--- src/rtl/codec_i2c_master.sv ---
// codec_i2c_master
//   Write-only I2C master for WM8731 control words. A 24-bit packet
//   (address byte + two data bytes) is sent as START, 3 x (8 bits + ACK slot),
//   STOP. A missing acknowledge aborts the transfer to STOP and raises ack_err.
//
// Parameters
//   CLK_DIV      Clk cycles per SCL quarter-period (4..65535)
//
// Ports
//   Clk          system clock
//   Rst_n        asynchronous reset, active-high
//   i2c_packet   [23:16] address byte, [15:8] / [7:0] data bytes; sampled on accept
//   wr_i2c       start request, honoured only while i2c_idle is high
//   i2c_idle     high = ready to accept a packet
//   i2c_done     one-cycle pulse at the end of a transfer (normal or aborted)
//   ack_err      sticky NACK flag for the last transfer, cleared on accept
//   i2c_sclk     SCL, push-pull
//   i2c_sdat_oe  high = pull SDA low, low = release
//   i2c_sdat_i   SDA line level (asynchronous)
//
// state   | meaning
// --------+---------------------------------------------------------------
// S_IDLE  | bus released, SCL high, counters held at zero
// S_START | q0-q1 SDA released, q2-q3 SDA low, SCL high throughout
// S_BIT   | q0-q1 SCL low with data bit driven, q2-q3 SCL high
// S_ACK   | SDA released, SCL low q0-q1 / high q2-q3, sample at q3 entry
// S_STOP  | q0 SCL low SDA low, q1 SCL high SDA low, q2-q3 SDA released

module codec_i2c_master #(
  parameter int unsigned CLK_DIV = 125
) (
  input  logic        Clk,
  input  logic        Rst_n,
  input  logic [23:0] i2c_packet,
  input  logic        wr_i2c,
  output logic        i2c_idle,
  output logic        i2c_done,
  output logic        ack_err,
  output logic        i2c_sclk,
  output logic        i2c_sdat_oe,
  input  logic        i2c_sdat_i
);

  typedef enum logic [2:0] {
    S_IDLE,
    S_START,
    S_BIT,
    S_ACK,
    S_STOP
  } state_t;

  localparam logic [15:0] DIV_LAST = 16'(CLK_DIV - 1);

  state_t      r_state;
  logic [15:0] r_div_cnt;
  logic [1:0]  r_q;
  logic [2:0]  r_bit_cnt;
  logic [1:0]  r_byte_cnt;
  logic [23:0] r_shift;
  logic        r_sda_meta;
  logic        r_sda_sync;
  logic        r_idle;
  logic        r_done;
  logic        r_ack_err;
  logic        r_scl;
  logic        r_sda_oe;
  logic        w_tick;

  assign w_tick      = (r_div_cnt == DIV_LAST);
  assign i2c_idle    = r_idle;
  assign i2c_done    = r_done;
  assign ack_err     = r_ack_err;
  assign i2c_sclk    = r_scl;
  assign i2c_sdat_oe = r_sda_oe;

  // Idle bus level is high, so the synchroniser resets to 1.
  always_ff @(posedge Clk or posedge Rst_n) begin
    if (Rst_n) begin
      r_sda_meta <= 1'b1;
      r_sda_sync <= 1'b1;
    end else begin
      r_sda_meta <= i2c_sdat_i;
      r_sda_sync <= r_sda_meta;
    end
  end

  // Outputs are assigned on the tick that enters each quarter, so every bus
  // transition is registered and lands exactly on a tick boundary.
  always_ff @(posedge Clk or posedge Rst_n) begin
    if (Rst_n) begin
      r_state    <= S_IDLE;
      r_div_cnt  <= '0;
      r_q        <= '0;
      r_bit_cnt  <= '0;
      r_byte_cnt <= '0;
      r_shift    <= '0;
      r_idle     <= 1'b1;
      r_done     <= 1'b0;
      r_ack_err  <= 1'b0;
      r_scl      <= 1'b1;
      r_sda_oe   <= 1'b0;
    end else begin
      r_done <= 1'b0;
      if (r_state == S_IDLE) begin
        r_div_cnt  <= '0;
        r_q        <= '0;
        r_bit_cnt  <= '0;
        r_byte_cnt <= '0;
        if (wr_i2c) begin
          r_shift   <= i2c_packet;
          r_ack_err <= 1'b0;
          r_idle    <= 1'b0;
          r_bit_cnt <= 3'd7;
          r_state   <= S_START;
        end
      end else if (!w_tick) begin
        r_div_cnt <= r_div_cnt + 16'd1;
      end else begin
        r_div_cnt <= '0;
        r_q       <= r_q + 2'd1;   // wraps to q0 on every state change
        case (r_state)
          S_START: begin
            if (r_q == 2'd1) r_sda_oe <= 1'b1;
            if (r_q == 2'd3) begin
              r_state  <= S_BIT;
              r_scl    <= 1'b0;
              r_sda_oe <= ~r_shift[23];
            end
          end
          S_BIT: begin
            if (r_q == 2'd1) r_scl <= 1'b1;
            if (r_q == 2'd3) begin
              r_shift <= {r_shift[22:0], 1'b0};
              r_scl   <= 1'b0;
              if (r_bit_cnt == 3'd0) begin
                r_state  <= S_ACK;
                r_sda_oe <= 1'b0;
              end else begin
                r_bit_cnt <= r_bit_cnt - 3'd1;
                // next bit is the one about to become MSB after this shift
                r_sda_oe  <= ~r_shift[22];
              end
            end
          end
          S_ACK: begin
            if (r_q == 2'd1) r_scl <= 1'b1;
            if (r_q == 2'd2 && r_sda_sync) r_ack_err <= 1'b1;
            if (r_q == 2'd3) begin
              r_scl <= 1'b0;
              // ack_err was cleared on accept and any NACK aborts at once,
              // so here it reflects only this byte's ACK slot.
              if (r_ack_err || r_byte_cnt == 2'd2) begin
                r_state  <= S_STOP;
                r_sda_oe <= 1'b1;
              end else begin
                r_state    <= S_BIT;
                r_byte_cnt <= r_byte_cnt + 2'd1;
                r_bit_cnt  <= 3'd7;
                r_sda_oe   <= ~r_shift[23];
              end
            end
          end
          S_STOP: begin
            if (r_q == 2'd0) r_scl    <= 1'b1;
            if (r_q == 2'd1) r_sda_oe <= 1'b0;
            if (r_q == 2'd3) begin
              r_state <= S_IDLE;
              r_done  <= 1'b1;
              r_idle  <= 1'b1;
            end
          end
          default: r_state <= S_IDLE;
        endcase
      end
    end
  end

endmodule

--- config.mk ---
export PLATFORM = sky130hd
export DESIGN_NAME = codec_i2c_master
export DESIGN_NICKNAME = d
export VERILOG_FILES = /design/src/rtl/codec_i2c_master.sv
export SDC_FILE = /design/constraint.sdc
export NUM_CORES = 1
export LEC_CHECK = 0
export BUFFER_PORTS_ARGS = -buffer_cell sky130_fd_sc_hd__buf_4
export CAP_MARGIN = 10
export CORE_MARGIN = 5
export CORE_UTILIZATION = 40
export CTS_BUF_LIST = sky130_fd_sc_hd__clkbuf_8
export DETAILED_ROUTE_END_ITERATION = 16
export PLACE_DENSITY_LB_ADDON = 0.15
export SLEW_MARGIN = 20
export SYNTH_ARGS = -nofsm -noshare
export SYNTH_HDL_FRONTEND = slang
export SYNTH_SLANG_ARGS = --single-unit
--- constraint.sdc ---
create_clock -name Clk -period 2 [get_ports Clk]
set_input_delay 0.2 -clock Clk [delete_from_list [all_inputs] [get_ports Clk]]
set_output_delay 0.2 -clock Clk [all_outputs]
set_load 0.005 [all_outputs]
==> results of run 1 <==
==> through the flow <==
stage           util  TNS, ps  setup WS, ps  cell area (µm²)
2_1_floorplan      -        0           144             2990
3_3_place_gp   0.469        0           151             3400
3_5_place_dp   0.469        0           120             3400
4_1_cts        0.496        0          73.6             3590
5_1_grt        0.500     -310         -79.0             3620
6_report       0.500        0          88.3             3620
==> final cells by class <==
class	count	area [µm²]
clock inverter	5	23.8
clock buffer	11	151
sequential	57	1430
tap	99	124
multi-input combinational	195	1350
inverter	35	131
fill	714	3630
timing repair buffer	52	412
==> power groups by stage <==
stage	Clock, mW	Combinational [mW]	Sequential [mW]
2_1_floorplan	0	0.0178	1.18
3_3_place_gp	0	0.0740	1.18
3_5_place_dp	0	0.0727	1.18
4_1_cts	1.00	0.0764	1.16
5_1_grt	1.06	0.0827	1.16
6_report	0.969	0.0736	1.16
==> synthesized netlist by cell type (all sizes together), types with 2 or more instances <==
library cell | instances | area share
and2 | 4 | 0.0092
nand2 | 11 | 0.014
a31oi | 3 | 0.0063
o31ai | 2 | 0.0050
o22ai | 23 | 0.048
and3 | 6 | 0.013
ha | 9 | 0.038
clkbuf | 11 | 0.014
dfrtp | 53 | 0.44
a21o | 2 | 0.0050
a31o | 2 | 0.0059
xor2 | 12 | 0.035
nand3 | 9 | 0.015
nor4 | 2 | 0.0042
nor3b | 2 | 0.0050
xnor2 | 2 | 0.0059
nor3 | 5 | 0.0084
nor2b | 2 | 0.0042
and4 | 3 | 0.0088
a21oi | 34 | 0.082
nor2 | 24 | 0.030
o32ai | 2 | 0.0059
nand4 | 5 | 0.015
or3 | 3 | 0.0063
a211oi | 3 | 0.0075
o21ai | 12 | 0.020
buf | 7 | 0.020
inv | 35 | 0.044
dfstp | 4 | 0.035
==> cells by family after synthesis <==
group / Yosys count / synth area share
AO/OA/AOI/OAI: 90 / 0.213
AND/OR/NAND/NOR: 81 / 0.148
flip-flops: 57 / 0.479
buffers and inverters: 53 / 0.0775
XOR/XNOR: 14 / 0.0410
adder cells (fa/ha/maj): 9 / 0.0377
multiplexers: 1 / 0.00377
==> worst min-delay path: stages <==
cell     delay (ps)
buf_4            80
o22ai_1          80
a21oi_2          90
==> per-layer routing <==
layer	routed length, µm	up-vias
met3	318	9
met5	0	-
met2	3070	50
li1	-	1155
met1	3120	1143
met4	102	0
==> final timing paths <==
check	start	endpoint	slack [ps]	depth (start not counted)
worst max-delay path	r_state[2]	r_bit_cnt[2]	90	4
worst min-delay path	i2c_packet[8]	r_shift[8]	150	3
worst max register to register	r_state[2]	r_bit_cnt[2]	90	4
worst min register to register	r_sda_meta	r_sda_sync	360	0
max in group asynchronous	Rst_n	r_sda_sync	1220	4
min in group asynchronous	Rst_n	r_div_cnt[4]	470	4
==> what timing repair did <==
item,in CTS,in global routing
hold buffers,2,0
setup endpoints to repair,0,43
resized for setup,0,7
hold endpoints to repair,54,0
==> sequential cells by signal (all words and copies together), names as in the netlist <==
| signal | flops |
|---|---|
| ack_err | 1 |
| i2c_done | 1 |
| i2c_idle | 1 |
| i2c_sclk | 1 |
| i2c_sdat_oe | 1 |
| r_bit_cnt | 3 |
| r_byte_cnt | 2 |
| r_div_cnt | 16 |
| r_q | 2 |
| r_sda_meta | 1 |
| r_sda_sync | 1 |
| r_shift | 24 |
| r_state | 3 |
==> metrics.cfg, run 1 <==
[critical_path]
cp-start-kind = flop
path_cells = or3_1 -> a2111oi_4 -> a21oi_1 -> a21oi_1
cpMostUsedCell = a21oi_1
crit_slowest_cell = or3_1
worstSetupPathType = reg -> reg
end_kind = flop
cp.required_ps = 2260
crit_arrival_ps = 2180
critical_path_buf_inv_count = 0
cp_top_family = compound AO/OA/AOI/OAI gates
max_stage_delay_ps = 570
cp_max_fo = 11

[global_route]
grt_overflow = 0
use_met3 = 0.0364
grt_pass1_vias = 2454
met1_usage = 0.207
grt_max_degree = 58
grt_use_total = 0.158
grt_busiest_layer = met2
antenna_found_initial = 0
grt_pass1_wl_um = 11300
use_met2 = 0.245

[logic_synthesis]
synthesis.area_um2 = 2990
synth.avg_cell_area_um2 = 9.80
syn_inst = 305
yosysSeqAreaShare = 0.479
ys_types = 48
synth_edf_count = 0
syn_nets = 342
synth_ff_type = dfrtp_1
async_flop_share = 1.00
ys_warn_count = 0
ys_ff_latch = 57

[floorplan]
rows = 31
start_util = 0.412
core_um2 = 7250
dieArea_um2 = 9300
die_w_um = 96.4
pin_count = 33
fp.dieH_um = 96.4

[clock_tree]
ctsHtreeMaxLevel = 3
cts_buffers = 9
cts-root-buf = clkbuf_8
insertion_delay_ps = 340
cts_tree = yes
clock_path_buffers = 2
path_clk_slew_ps = 70
postCtsSetupRepairBufs = 0
cts_sinks = 57

[placed_design]
dp_cells = 436
hpwl_um = 4520
gp_congestion = 0.862
port_buffers = 32

[drt]
viasPerCell = 5.19
first_iter_violations = 112
wire_per_inst_um = 14.6
wirelength_um = 6610
num_vias = 2357
drc = 0
dr.pass1.iters = 4
drtAntennaViolNets = 0

[timing]
drv_slew = 0
fin_crit_ps = 1910
finalHoldViolCount = 0
worstMarginPinSlew_ps = 462
holdWs_ps = 152
slew_headroom = 0.691
setup_viol = 0
fin_worst_skew_ps = 10.4
post-route-period-util = 0.956
grt_setup_unrepaired = yes
timing.fmax_mhz = 523

[power_and_ir_drop]
power_mw = 2.20
p_sw_uw = 501
ir_worst_vdd_mv = 0.405
p_per_area_nw_per_um2 = 607
clock_power_share = 0.440
leakage_nw = 1.64
comb_power_share = 0.033
p_sw_frac = 0.228
p_int_mw = 1.70
seqPwrFrac = 0.526

[worst_hold_path]
hold_path.class = in -> reg

[layout]
area_growth_syn_to_layout_pct = 21.3
final_cell_mix = dfrtp_1 (53), buf_4 (48), inv_1 (37)
drive_above_1_share = 0.279
final_cells = 454
final_common_cell = dfrtp_1
diodes = 0
nets = 387

[job]
cap_violations = 0

[run_status]
status = finished, final reports clean

Note: power is estimated with default switching activity, not from simulation.
==> run 2, diff against run 1 <==
--- a/config.mk
+++ b/config.mk
@@ -8,7 +8,7 @@
 export BUFFER_PORTS_ARGS = -buffer_cell sky130_fd_sc_hd__buf_4
 export CAP_MARGIN = 10
 export CORE_MARGIN = 5
-export CORE_UTILIZATION = 40
+export CORE_UTILIZATION = 30
 export CTS_BUF_LIST = sky130_fd_sc_hd__clkbuf_8
 export DETAILED_ROUTE_END_ITERATION = 16
 export PLACE_DENSITY_LB_ADDON = 0.15
==> run 2 against run 1 <==
Net effect: sequential share of layout area down 1.0 points; sequential power about the same; design area up 2.7%; register-to-register slack better by 20 ps; largest power group is now clock; worst setup slack better by 20 ps; total power up 11%; count of clock-buffer cells in the layout down 2; first-iteration DRC count down 8.0%; critical endpoint is now i2c_sdat_oe; global-route usage down 2.7 points; combinational power up 2%; clock power up 25%; die area up 30%.
==> metrics.cfg, run 2 (synthesis gave the netlist of run 1 again) <==
[critical_path]
worstSetupPathType = reg -> reg  ; unchanged
cp.required_ps = 2230  ; was 2260 ps
reg2reg_depth = 7  ; was 4
critPathCapture = i2c_sdat_oe  ; was r_bit_cnt[2]
r2r_end = i2c_sdat_oe  ; was r_bit_cnt[2]
r2r-start = r_byte_cnt[0]  ; was r_state[2]
crit_arrival_ps = 2120  ; was 2180 ps
cp-start-kind = flop  ; unchanged
rrSetupSlack_ps = 110  ; was 90 ps
crit_path_start = r_byte_cnt[0]  ; was r_state[2]
end_kind = flop  ; unchanged
cp_max_fo = 3  ; was 11

[power_and_ir_drop]
ir_worst_vdd_mv = 0.309  ; was 0.405 mV
power_mw = 2.44  ; was 2.20 mW
p_per_area_nw_per_um2 = 655  ; was 607 nW/µm²
leakage_nw = 1.67  ; was 1.64 nW

[placed_design]
hpwl_um = 5080  ; was 4520 µm
port_buffers = 32  ; unchanged
dp_cells = 473  ; was 436
gp_congestion = 0.808  ; was 0.862
dpl-instance-area_um2 = 3450  ; was 3400 µm²

[drt]
drc = 0  ; unchanged
num_vias = 2310  ; was 2357
first_iter_violations = 103  ; was 112
drtAntennaViolNets = 0  ; unchanged
dr.pass1.iters = 4  ; unchanged
wire_per_inst_um = 14.1  ; was 14.6 µm
wirelength_um = 6950  ; was 6610 µm
viasPerCell = 4.70  ; was 5.19

[timing]
grt_setup_unrepaired = no  ; was yes
post-route-period-util = 0.946  ; was 0.956
worstMarginPinSlew_ps = 487  ; was 462 ps
holdWs_ps = 142  ; was 152 ps
drv_slew = 0  ; unchanged
finalHoldViolCount = 0  ; unchanged
setup_viol = 0  ; unchanged
fin_worst_skew_ps = 12.2  ; was 10.4 ps
setup_tns_ps = 0  ; unchanged
slew_headroom = 0.674  ; was 0.691
timing.fmax_mhz = 529  ; was 523 MHz
fin_crit_ps = 1890  ; was 1910 ps

[clock_tree]
cts_buffers = 9  ; unchanged
ctsHtreeMaxLevel = 3  ; unchanged
path_clk_slew_ps = 70  ; about the same
cts-root-buf = clkbuf_8  ; unchanged
clock_path_buffers = 2  ; unchanged
cts_tree = yes  ; unchanged
cts_sinks = 57  ; unchanged
insertion_delay_ps = 340  ; about the same

[layout]
final_common_cell = buf_4  ; was dfrtp_1
max_flop_register = r_shift  ; unchanged
largestRegisters = r_shift: 24 flops, r_div_cnt: 16 flops  ; unchanged
area_growth_syn_to_layout_pct = 24.6  ; was 21.3%
drive_above_1_share = 0.292  ; was 0.279
nets = 391  ; was 387
diodes = 0  ; unchanged
fin_area_um2 = 3720  ; was 3620 µm²
final_cells = 492  ; was 454
final_cell_mix = buf_4 (54), dfrtp_1 (53), inv_1 (35)  ; was dfrtp_1 (53), buf_4 (48), inv_1 (37)
largest_reg_flops = 24  ; unchanged

[floorplan]
fp.dieH_um = 110  ; was 96.4 µm
dieArea_um2 = 12100  ; was 9300 µm²
die_w_um = 110  ; was 96.4 µm
core_um2 = 9730  ; was 7250 µm²
pin_count = 33  ; unchanged
rows = 36  ; was 31
start_util = 0.307  ; was 0.412

[global_route]
grt_pass1_wl_um = 12100  ; was 11300 µm
grt_pass1_vias = 2381  ; was 2454
grt_max_degree = 24  ; was 58
grt_overflow = 0  ; unchanged
grt_use_total = 0.130  ; was 0.158
antenna_found_initial = 0  ; unchanged

[run_status]
status = finished, final reports clean  ; unchanged

[worst_hold_path]
hold_path.class = in -> reg  ; unchanged

[job]
cap_violations = 0  ; unchanged

## run 2: routing by layer
metal	vias to the layer above	track usage	share of wire
met5	-	0	0
met4	0	0.0534	0.018
met3	10	0.0370	0.043
met2	38	0.202	0.47
met1	1093	0.171	0.47
li1	1169	-	-
## run 2: area by class of cell
class | count | area, µm²
Clock buffer | 9 | 124
Tap cell | 133 | 166
Inverter | 35 | 131
Sequential cell | 57 | 1430
Fill cell | 1044 | 6010
Multi-Input combinational cell | 195 | 1350
Timing Repair Buffer | 56 | 425
Clock inverter | 7 | 96.3
## run 2: worst min path at each step
stage | startpoint | end | slack [ps] | cells after the start
finish | i2c_packet[17] | r_shift[17] | 140 | 3
global route | i2c_packet[9] | r_shift[9] | 130 | 3
CTS | i2c_packet[17] | r_shift[17] | 130 | 3
detailed placement | Rst_n | r_shift[17] | 230 | 2
global placement | Rst_n | r_shift[17] | 230 | 2
floorplan | i2c_sdat_i | r_sda_meta | 200 | 0
## run 2: through the flow
step	utilization	worst slack [ps]
5_1_grt	0.383	4.61
3_3_place_gp	0.355	84.7
3_5_place_dp	0.355	68.0
4_1_cts	0.380	49.7
6_report	0.383	109
2_1_floorplan	-	144
## run 2: critical path, stage by stage, from the launching register on
cell	delay, ps
dfrtp_1	360
inv_1	50
ha_1	220
or4b_1	520
o21ai_2	70
a222oi_1	100
a31o_1	210
mux2_2	260
## run 2: timing repair
action,CTS,global route
gates resized for setup,0,6
endpoints found under the setup margin,0,6
hold endpoints to repair,14,0
setup buffers,0,1
hold buffers,2,0
## run 2: power breakdown
part	switching, mW	internal [mW]
clock	0.505	0.700
sequential	0.000638	1.16
combinational	0.0350	0.0399
==> run 3, diff against run 2 <==
==> constraint.sdc (replaced) <==
create_clock -name Clk -period 2.2 [get_ports Clk]
set_input_delay 0.22 -clock Clk [delete_from_list [all_inputs] [get_ports Clk]]
set_output_delay 0.22 -clock Clk [all_outputs]
set_load 0.02 [all_outputs]
==> run 3 against run 2 <==
Net effect: wire length down 3.7%; design area shrank 2.9%; first-iteration DRC count is 43% lower; total power decreased by 17%; via count decreased by 1.1%; non-clock buffer count down 8; utilization shrank 1.1 points; clock power fell by 26%; largest cell class unchanged; largest power group is now registers.
==> metrics.cfg, run 3 (synthesis gave the netlist of run 1 again) <==
[worst_hold_path]
hold_end = r_shift[17]  ; unchanged
min-delay-start = i2c_packet[17]  ; unchanged
min_delay_path_depth = 3  ; unchanged
hold_path.class = in -> reg  ; unchanged

[placed_design]
gp_congestion = 0.773  ; was 0.808
dpl-instance-area_um2 = 3410  ; was 3450 µm²
hpwl_um = 4540  ; was 5080 µm
port_buffers = 32  ; unchanged

[timing]
timing.fmax_mhz = 496  ; was 529 MHz
finalHoldViolCount = 0  ; unchanged
fin_crit_ps = 2010  ; was 1890 ps
worstMarginPinSlew_ps = 458  ; was 487 ps
slew_headroom = 0.691  ; was 0.674
setup_viol = 0  ; unchanged
fin_worst_skew_ps = 11.7  ; was 12.2 ps
grt_setup_unrepaired = no  ; unchanged
setup_tns_ps = 0  ; unchanged
drv_slew = 0  ; unchanged
post-route-period-util = 0.916  ; was 0.946

[global_route]
antenna_found_initial = 0  ; unchanged
grt_pass1_wl_um = 11800  ; was 12100 µm
grt_pass1_vias = 2386  ; was 2381
grt_overflow = 0  ; unchanged
grt_use_total = 0.126  ; was 0.130
grt_max_degree = 58  ; was 24

[layout]
diodes = 0  ; unchanged
area_growth_syn_to_layout_pct = 21.0  ; was 24.6%
final_common_cell = dfrtp_1  ; was buf_4
largestRegisters = r_shift: 24 flops, r_div_cnt: 16 flops  ; unchanged
drive_above_1_share = 0.265  ; was 0.292
nets = 383  ; was 391
fin_area_um2 = 3620  ; was 3720 µm²
final_cell_mix = dfrtp_1 (53), buf_4 (45), inv_1 (35)  ; was buf_4 (54), dfrtp_1 (53), inv_1 (35)
max_flop_register = r_shift  ; unchanged
largest_reg_flops = 24  ; unchanged

[floorplan]
dieArea_um2 = 12100  ; unchanged
start_util = 0.307  ; unchanged
pin_count = 33  ; unchanged
fp.dieH_um = 110  ; unchanged
rows = 36  ; unchanged
die_w_um = 110  ; unchanged
core_um2 = 9730  ; unchanged

[drt]
drc = 0  ; unchanged
drtAntennaViolNets = 0  ; unchanged
dr.pass1.iters = 4  ; unchanged
num_vias = 2284  ; was 2310
viasPerCell = 4.72  ; was 4.70
wire_per_inst_um = 13.8  ; was 14.1 µm
first_iter_violations = 59  ; was 103
wirelength_um = 6700  ; was 6950 µm

[critical_path]
cp-start-kind = flop  ; unchanged
rrSetupSlack_ps = 190  ; was 110 ps
end_kind = flop  ; unchanged
r2r_end = r_shift[19]  ; was i2c_sdat_oe
worstSetupPathType = reg -> reg  ; unchanged
crit_arrival_ps = 2220  ; was 2120 ps
cp_max_fo = 23  ; was 3
r2r-start = r_div_cnt[0]  ; was r_byte_cnt[0]
reg2reg_depth = 8  ; was 7
cp.required_ps = 2400  ; was 2230 ps

[job]
cap_violations = 0  ; unchanged

[clock_tree]
cts_sinks = 57  ; unchanged
cts_buffers = 9  ; unchanged
insertion_delay_ps = 340  ; about the same
cts_tree = yes  ; unchanged
cts_resized = 0  ; unchanged
ctsHtreeMaxLevel = 3  ; unchanged
path_clk_slew_ps = 70  ; about the same
clock_path_buffers = 2  ; unchanged
cts-root-buf = clkbuf_8  ; unchanged

[run_status]
status = finished, final reports clean  ; unchanged

[power_and_ir_drop]
ir_worst_vdd_mv = 0.313  ; was 0.309 mV
leakage_nw = 1.63  ; was 1.67 nW
p_per_area_nw_per_um2 = 558  ; was 655 nW/µm²

run 3: changes by cell type in the layout (fill, tap and decap cells not counted), sizes merged:
cell | previous run | this run
clkinv | 2 | 3
clkbuf | 9 | 12
bufinv | 2 | 0
buf | 54 | 46
clkinvlp | 2 | 0
run 3: final cells by class:
type | instances | area [µm²]
fill | 1045 | 6110
sequential | 57 | 1430
multi-input combinational | 195 | 1330
timing repair buffer | 48 | 378
tap | 133 | 166
clock buffer | 12 | 165
inverter | 35 | 131
clock inverter | 4 | 18.8
run 3: how the worst max path moves through the flow:
stage / start / endpoint / slack [ps] / depth (start not counted)
after floorplan: r_div_cnt[0] / r_shift[10] / 340 / 10
after global placement: r_div_cnt[7] / r_bit_cnt[2] / 220 / 5
after detailed placement: r_div_cnt[0] / r_shift[13] / 160 / 8
after CTS: r_div_cnt[0] / r_shift[19] / 160 / 8
after global routing: r_div_cnt[0] / r_bit_cnt[2] / 3 / 7
final: r_div_cnt[0] / r_shift[19] / 190 / 8
run 3: stage by stage:
step / hold WS [ps] / std cells / utilization / worst slack [ps] / power [mW]
6_report: 167 / 484 / 0.372 / 185 / 2.02
5_1_grt: 162 / 484 / 0.372 / 3.47 / 2.11
4_1_cts: 155 / 484 / 0.372 / 158 / 2.06
3_5_place_dp: 316 / 466 / 0.351 / 161 / 1.14
3_3_place_gp: 319 / 466 / 0.351 / 218 / 1.14
2_1_floorplan: 224 / 305 / - / 344 / 1.09
run 3: power by group:
part	internal [mW]	total [mW]	leakage, nW	switching, mW
clock	0.491	0.896	0.103	0.406
sequential	1.05	1.05	0.742	0.000953
combinational	0.0365	0.0675	0.786	0.0309
total	1.58	2.02	1.63	0.438
run 3: worst max-delay path, stage by stage, from the launching register on:
cell,delay (ps)
dfrtp_1,400
inv_1,70
ha_1,130
nor4b_2,220
and4_1,450
nand4_4,130
buf_4,240
o22ai_1,180
a21oi_2,50
run 3: metal layers:
metal	track usage	vias up	routed length, µm
met4	0.0641	0	156
met2	0.188	38	3010
met1	0.167	1088	3250
met3	0.0311	13	286
met5	0	-	0
li1	-	1145	-
run 3: repair_timing:
| item | 4_1_cts | 5_1_grt |
|---|---|---|
| hold buffers | 2 | 0 |
| buffers inserted | 0 | 0 |
| hold endpoints to repair | 54 | 0 |
